--- config.mk ---
export PLATFORM = sky130hd
export DESIGN_NAME = modem_tx_multi
export DESIGN_NICKNAME = d
export VERILOG_FILES = /design/src/rtl/modem_pkg.sv /design/src/rtl/modem_sine_lut.sv /design/src/rtl/modem_tx_multi.sv
export SDC_FILE = /design/constraint.sdc
export NUM_CORES = 1
export LEC_CHECK = 0
export BUFFER_PORTS_ARGS = -buffer_cell sky130_fd_sc_hd__buf_2
export CORE_MARGIN = 3
export CORE_UTILIZATION = 35
export DETAILED_ROUTE_END_ITERATION = 10
export PLACE_DENSITY = 0.61
export SYNTH_ARGS = -nofsm -noshare
export SYNTH_HDL_FRONTEND = slang
export SYNTH_SLANG_ARGS = --single-unit
export TNS_END_PERCENT = 30
--- constraint.sdc ---
create_clock -name clk -period 3.4 [get_ports clk]
set_input_delay 0.68 -clock clk [delete_from_list [all_inputs] [get_ports clk]]
set_output_delay 0.68 -clock clk [all_outputs]
set_load 0.01 [all_outputs]
--- src/rtl/modem_pkg.sv ---
// Shared definitions for the multimode modulator: mode codes, FSM states,
// and the offset-binary midpoint helper.
package modem_pkg;

  localparam logic [1:0] MODE_ASK   = 2'b00;
  localparam logic [1:0] MODE_FSK   = 2'b01;
  localparam logic [1:0] MODE_BPSK  = 2'b10;
  localparam logic [1:0] MODE_DBPSK = 2'b11;

  localparam real PI = 3.141592653589793;

  typedef enum logic [1:0] {
    ST_IDLE,
    ST_START,
    ST_DATA,
    ST_STOP
  } state_e;

  function automatic int unsigned mid_val(input int unsigned w);
    return 32'd1 << (w - 1);
  endfunction

endpackage

--- src/rtl/modem_sine_lut.sv ---
// Full-wave sine ROM in offset binary, filled at elaboration time.
module modem_sine_lut
  import modem_pkg::*;
#(
  parameter int unsigned LUT_AW = 6,
  parameter int unsigned OUT_W  = 7
) (
  input  logic [LUT_AW-1:0] addr_i,
  output logic [OUT_W-1:0]  sample_o
);

  localparam int unsigned MIDV  = mid_val(OUT_W);
  localparam int unsigned DEPTH = 1 << LUT_AW;

  logic [OUT_W-1:0] rom [DEPTH];

  for (genvar k = 0; k < DEPTH; k++) begin : g_rom
    localparam real AMP = real'(MIDV - 1) * $sin(2.0 * PI * real'(k) / real'(DEPTH));
    // Round half away from zero so the table is symmetric about MID.
    localparam int RND = (AMP >= 0.0) ? $rtoi(AMP + 0.5) : -$rtoi(0.5 - AMP);
    localparam int VAL = int'(MIDV) + RND;
    assign rom[k] = VAL[OUT_W-1:0];
  end

  assign sample_o = rom[addr_i];

endmodule

--- src/rtl/modem_tx_multi.sv ---
// UART-framed byte modulator: ASK/FSK/BPSK/DBPSK onto a DDS sine carrier,
// registered offset-binary sample output.
module modem_tx_multi
  import modem_pkg::*;
#(
  parameter int unsigned DATA_W  = 8,
  parameter int unsigned SPS     = 4,
  parameter int unsigned PHASE_W = 8,
  parameter int unsigned LUT_AW  = 6,
  parameter int unsigned OUT_W   = 7,
  parameter int unsigned F0_INC  = 16,
  parameter int unsigned F1_INC  = 32
) (
  input  logic              clk,
  input  logic              rst,
  input  logic [1:0]        mode,
  input  logic [DATA_W-1:0] tx_data,
  input  logic              tx_valid,
  output logic              tx_ready,
  output logic [OUT_W-1:0]  sample_out,
  output logic              sym_strobe,
  output logic              busy
);

  localparam int unsigned CW = (SPS > 1) ? $clog2(SPS) : 1;
  localparam int unsigned BW = (DATA_W > 1) ? $clog2(DATA_W) : 1;
  localparam logic [OUT_W-1:0]   MID  = OUT_W'(mid_val(OUT_W));
  localparam logic [PHASE_W-1:0] HALF = {1'b1, {(PHASE_W-1){1'b0}}};

  state_e              state_q, state_d;
  logic [CW-1:0]       cnt_q, cnt_d;
  logic [BW-1:0]       idx_q, idx_d;
  logic [DATA_W-1:0]   data_q, data_d;
  logic [1:0]          mode_q, mode_d;
  logic [PHASE_W-1:0]  phase_q, phase_d;
  logic                ref_q, ref_d;
  logic [OUT_W-1:0]    sample_q, sample_d;
  logic                strobe_q, strobe_d;

  logic                busy_w, ready_w, xfer, sym_first, sym_last, bit_last;
  logic                cur_bit, ref_eff;
  logic [PHASE_W-1:0]  inc, off, phase_sum;
  logic [LUT_AW-1:0]   lut_addr;
  logic [OUT_W-1:0]    lut_sample;

  modem_sine_lut #(
    .LUT_AW (LUT_AW),
    .OUT_W  (OUT_W)
  ) u_lut (
    .addr_i   (lut_addr),
    .sample_o (lut_sample)
  );

  always_comb begin
    busy_w    = (state_q != ST_IDLE);
    sym_first = (cnt_q == '0);
    sym_last  = (cnt_q == CW'(SPS - 1));
    bit_last  = (idx_q == BW'(DATA_W - 1));
    ready_w   = (state_q == ST_IDLE) || (state_q == ST_STOP && sym_last);
    xfer      = tx_valid && ready_w;

    cur_bit = 1'b0;
    case (state_q)
      ST_DATA: cur_bit = data_q[idx_q];
      ST_STOP: cur_bit = 1'b1;
      default: cur_bit = 1'b0;
    endcase

    // The toggle for a '1' symbol applies from its first clock onward.
    ref_eff = (sym_first && cur_bit) ? ~ref_q : ref_q;

    inc = (mode_q == MODE_FSK && cur_bit) ? PHASE_W'(F1_INC) : PHASE_W'(F0_INC);
    off = '0;
    if (mode_q == MODE_BPSK && cur_bit)  off = HALF;
    if (mode_q == MODE_DBPSK && ref_eff) off = HALF;
    phase_sum = phase_q + off;
    lut_addr  = LUT_AW'(phase_sum >> (PHASE_W - LUT_AW));

    sample_d = MID;
    if (busy_w) sample_d = (mode_q == MODE_ASK && !cur_bit) ? MID : lut_sample;
    strobe_d = busy_w && sym_first;
  end

  always_comb begin
    state_d = state_q;
    cnt_d   = cnt_q;
    idx_d   = idx_q;
    data_d  = data_q;
    mode_d  = mode_q;
    phase_d = phase_q;
    ref_d   = ref_q;

    if (busy_w) begin
      cnt_d   = sym_last ? '0 : cnt_q + 1'b1;
      phase_d = phase_q + inc;
      ref_d   = ref_eff;
    end

    case (state_q)
      ST_START: if (sym_last) begin
        state_d = ST_DATA;
        idx_d   = '0;
      end
      ST_DATA: if (sym_last) begin
        if (bit_last) state_d = ST_STOP;
        else          idx_d   = idx_q + 1'b1;
      end
      ST_STOP: if (sym_last) state_d = ST_IDLE;
      default: ;
    endcase

    // A transfer on the last STOP clock overrides the return to IDLE.
    if (xfer) begin
      state_d = ST_START;
      cnt_d   = '0;
      idx_d   = '0;
      data_d  = tx_data;
      mode_d  = mode;
      phase_d = '0;
      ref_d   = 1'b0;
    end
  end

  always_ff @(posedge clk) begin
    if (rst) begin
      state_q  <= ST_IDLE;
      cnt_q    <= '0;
      idx_q    <= '0;
      data_q   <= '0;
      mode_q   <= MODE_ASK;
      phase_q  <= '0;
      ref_q    <= 1'b0;
      sample_q <= MID;
      strobe_q <= 1'b0;
    end else begin
      state_q  <= state_d;
      cnt_q    <= cnt_d;
      idx_q    <= idx_d;
      data_q   <= data_d;
      mode_q   <= mode_d;
      phase_q  <= phase_d;
      ref_q    <= ref_d;
      sample_q <= sample_d;
      strobe_q <= strobe_d;
    end
  end

  assign tx_ready   = ready_w;
  assign busy       = busy_w;
  assign sample_out = sample_q;
  assign sym_strobe = strobe_q;

endmodule

---- Yosys cells after proc, flatten, opt, wreduce, memory -nomap -nowiden ----
Memories as Yosys holds them, arrays and structs flattened. A register that Yosys moved wholly into a read port is not among the register bits.
Index checks and enable logic that the tools add are counted.
storage, ports and cells
  flip-flop bits (word level) ............. 27
  memory bits (read-only) ................. 448
  input port bits ......................... 13
  output and inout port bits .............. 10
  logic and storage cells ................. 75
  memories kept ........................... 1
memories
  memory            depth  bits a word  rd ports  clocked after memory_dff  write ports  line                  RTL
  (name not given)  64     7            1         1                         0            modem_sine_lut.sv:25  assign sample_o = rom[addr_i];
cells by class
  $add $sub $neg .......................... 4
  order comparisons ....................... 1
  equality and inequality tests ........... 17
  mux-type cells .......................... 18
  bitwise logic cells ..................... 3
  reduce and logical (&&, ||, !) cells .... 22
operator list
  operator                                             count
  2-to-1 mux 8 bit                                     2
  inequality test 3 bit, second input constant         4
  equality test 2 bit, second input constant           5
  2-to-1 mux 2 bit                                     5
  inequality test 2 bit, second input constant         5
  AND reduction 5 bit                                  2
  2-to-1 mux 3 bit                                     3
  adder 8 x 6 -> 8 bit                                 1
  adder 8 bit                                          1
  logical AND 1 bit                                    8
  inverter 6 -> 7 bit                                  1
  zero test 2 bit                                      3
  2-to-1 mux 6 bit                                     1
  case mux 2 bit (3 select lines)                      1
  case mux 3 bit (2 select lines)                      1
  equality test 2 x 1 -> 1 bit, second input constant  2
  < comparator 3 x 4 -> 1 bit, second input constant   1
  AND reduction 4 bit                                  1
  nonzero test 2 bit                                   2
  nonzero test 4 bit                                   1
  adder 3 x 1 -> 3 bit, second input constant          1
  binary-select mux 1 bit (select 3 bit)               1
  equality test 3 bit, second input constant           1
  2-to-1 mux 1 bit                                     3
  8 further kinds                                      9

---- Logic depth before layout (Yosys ltp) ----
  depth in word-level cells ............... 9
  mapped depth ............................ 12
  mapped depth without buffers ............ 12

---- By module ----
Synthesis repeated with hierarchy kept, for this count alone.
second synthesis, totals
  cell total of the unflattened synthesis .. 252
  area total of the unflattened synthesis .. 2162.1 µm²
by module, submodules not included
  module          times used  cells each  area each (µm²)  sequential area each (µm²)
  modem_tx_multi  1           146         1430.1           600.6
  modem_sine_lut  1           106         732.0            0.0

---- Worst setup path after synthesis ----
OpenSTA, ideal clock, no wires.
  path kind ............................... flip-flop to flip-flop
  start point ............................. register state_q[0]
  end point ............................... register phase_q[6]
  setup time .............................. 0.128 ns
  data arrival time ....................... 2.527 ns
  required time ........................... 3.272 ns
  path slack .............................. 0.745 ns
  stages on the path, launching flop included .. 12
  buffers on the path ..................... 0
  clock period less this slack ............ 2.655 ns
  path through ............................ dfxtp_1 inv_1 ha_1 inv_1 a221oi_2 a21oi_2 or3b_2 ha_1 fa_1 nor2b_1 xnor2_1 nor2_1
between the ends
  longest elaborated chain between the ends .. 5
  elaborated cells between the ends (all ways) .. 12
  those cells by class .................... add/sub: 1; eq/ne: 2; mux: 2; reduce/logical: 7
ends and longest elaborated chain
  element                                                                      line                                        RTL
  start: declaration                                                           modem_tx_multi.sv:30                        state_e state_q, state_d;
  start signal: assignment                                                     modem_tx_multi.sv:136                       state_q <= state_d;
  equality test 2 bit, on equally long branches                                modem_tx_multi.sv:59, modem_tx_multi.sv:63
  case mux 1 bit (2 select lines) / logical AND 1 bit (equally long branches)  modem_tx_multi.sv:63, modem_tx_multi.sv:59
  logical AND 1 bit / logical OR 1 bit (equally long branches)                 modem_tx_multi.sv:72, modem_tx_multi.sv:59
  2-to-1 mux 6 bit / logical AND 1 bit (equally long branches)                 modem_tx_multi.sv:72, modem_tx_multi.sv:60
  adder 8 x 6 -> 8 bit / OR reduction 2 bit (equally long branches)            -
  end signal: assignment                                                       modem_tx_multi.sv:141                       phase_q <= phase_d;
  end: declaration                                                             modem_tx_multi.sv:35                        logic [PHASE_W-1:0] phase_q, phase_d;
Parallel ways exist; a longest one is shown, timed or not.
A chain may end at the register's enable or synchronous reset.

---- Final worst setup path ----
Same ends and word-level chain as after synthesis.

==> out/metrics.cfg <==
[run_status]
status = complete, no violations

[power]
total_power_w = 0.000755
ir_drop_v = 0.000124
power_frac_comb_pct = 11.3
pwr-share-clk_pct = 38.9
power_density_nw_per_um2 = 355
sequentialPowerShare_pct = 49.8
p_int_w = 0.000563
swShare_pct = 25.3
p_sw_w = 0.000191
p_leak_nw = 0.910

[timing]
setup_violations = 0
fin_tns_setup_ps = 0
setup_ws_ps = 520
rsz0062_at_grt = false
slew_viol_final = 0
clock_skew_ps = 5.75
fmax_mhz = 347
finalCritPeriodShare_pct = 84.7
relSlewSlack_pct = 54.8
worst_pin_slew_ps = 677
min_period_ps = 2880
hold_viol_final = 0

[hold_path]
hp-class = reg -> reg
holdPathEnd = data_q[1]$_SDFFE_PP0P_
min_from = data_q[1]$_SDFFE_PP0P_
min_path_cells = 2

[cells_and_area]
postLayoutCoreUtil_pct = 43.0
syn2layout_area_growth_pct = 13.7
drive_gt1_share_pct = 17.9
diodes = 0
final_nets = 265

[floorplan]
dieArea_sq_um = 6250
die_w_um = 79.1
start_util_pct = 37.8
core.rowCount = 25
core_sq_um = 4940
ioPinCount = 23
dieHeight_um = 79.1

[detailed_routing]
vias = 1493
totalWireLength_mm = 3.78
vias_per_cell = 4.96
first_pass_iters = 4
routedWlPerCell_um = 12.5
ant_nets = 0
drc = 0
drt_iter0_markers = 103

[global_route]
grt_pass1_vias = 1393
track_usage_pct = 13.2
grt_pass1_wl_mm = 6.47
grt_start_max_net_pins = 22
antenna_found_initial = 0
grt-ovfl-total = 0

[worst_setup_path]
ff2ff_path_depth = 11
reg2reg_to = phase_q[6]$_SDFFE_PP0N_
endpoint_kind = register
critPathRequiredTime_ps = 3550
startpoint_type = register
cp.arrival_ps = 3030
critPathMaxFanout = 8
reg2reg_slack_ps = 520
path_class = reg -> reg
r2r-start = state_q[0]$_SDFFE_PP0P_

[yosys]
ys_top_cells_by_area = dfxtp_1 32%, ha_1 12%, mux2i_1 11%
synth_fp_nets = 244
ys_ff_latch = 30
async_reset_ff_share_pct = 0
dominantRegCellSynth = dfxtp_1
yosysTopAreaCellShare_pct = 32.1
yosys_warnings = 0
netlist_instances = 212
syn_area_per_cell_sq_um = 8.82
yosysTopAreaCell = dfxtp_1
synth.most_common_cell = nor2_1
synth_cell_types = 44
yosysSeqAreaShare_pct = 32.1
synth_common_cells = 31 x nor2_1, 30 x dfxtp_1, 21 x mux2i_1
netlist_area_sq_um = 1870
synth_edf_count = 0

[clock_tree]
cts_buffer_depth = 2
cts_inserted_buffers = 5
clkLatencyLatePin_ps = 280
postCtsHoldBufs = 0
htreeDepth = 2
cts_root_buf = clkbuf_8
cts_setup_buffers = 0
cts_tree = yes
cts_resized = 0
cts_sinks = 30
clk_pin_slew_worst_paths_ps = 60

[placement]
gp_congestion = 0.806
place_ws_ps = 526
portBuffers = 22
hpwlAfterDp_mm = 2.82

[job]
cap_violations = 0

critical path: stages (launching register included):
cell      delay, ps
dfxtp_1         350
inv_1           100
ha_1            290
inv_1            90
a221oi_2        370
a21oi_2         160
or3b_2          480
ha_1            220
fa_1            350
nor2b_1         140
xnor2_1         150
nor2_1           50
sequential cells by signal, indices dropped and copies added (netlist names):
signal,cells
state_q,2
ref_q,1
sym_strobe,1
mode_q,2
phase_q,4
sample_out,7
cnt_q,2
idx_q,3
data_q,8
final cells by class:
cell class              count  area (sq um)
well taps                  67          83.8
inverters                  14          52.6
multi-input cells         159          1180
repair buffers             23           118
clock inverters             1          5.00
fillers                   541          2820
flip-flops and latches     30           601
clock buffers               7          86.3
routing by layer:
layer,part of all wire (%),wire [um],up-vias,GRT usage [%]
li1,-,-,784,-
met1,49,1860,684,17.4
met2,45,1720,20,20.7
met3,3.8,142,5,3.06
met4,1.6,59,0,5.15
met5,0,0,-,0
how the worst max path moves through the flow:
stage,start,endpoint
after detailed placement,state_q[0]$_SDFFE_PP0P_,phase_q[6]$_SDFFE_PP0N_
final,state_q[0]$_SDFFE_PP0P_,phase_q[6]$_SDFFE_PP0N_
after floorplan,state_q[0]$_SDFFE_PP0P_,phase_q[6]$_SDFFE_PP0N_
after CTS,state_q[0]$_SDFFE_PP0P_,phase_q[6]$_SDFFE_PP0N_
after global routing,state_q[0]$_SDFFE_PP0P_,phase_q[6]$_SDFFE_PP0N_
after global placement,state_q[0]$_SDFFE_PP0P_,phase_q[6]$_SDFFE_PP0N_
layout by cell type (no fill, tap or decap), drive strengths merged, types with 6 or more instances in the layout:
cell type and instances:
o21ai 9, clkbuf 7, inv 14, nor2 31
ha 18, nor2b 6, a21oi 10, dfxtp 30
mux2i 21, nand2 15, buf 23
stage by stage:
stage               cell area (sq um)  hold WS, ps  instances
finish                           2120          504        301
global route                     2120          538        301
CTS                              2120          511        301
detailed placement               2030          494        293
global placement                 2030          484        293
floorplan                        1870          463        212
cells by family after synthesis:
logic type,share of synthesized area (%)
AO/OA/AOI/OAI,20.3
buffers and inverters,4.82
AND/OR/NAND/NOR,16.4
multiplexers,11.8
adder cells (fa/ha/maj),13.1
XOR/XNOR,1.41
flip-flops,32.1
power by group through the flow:
stage	clock network, W	logic (W)	registers (W)
finish	0.000294	0.0000855	0.000376
global route	0.000323	0.0000967	0.000377
global placement	0	0.0000843	0.000384
detailed placement	0	0.0000858	0.000384
floorplan	0	0.0000620	0.000380
CTS	0.000306	0.0000865	0.000376
Power figures use the tool's default switching activity.
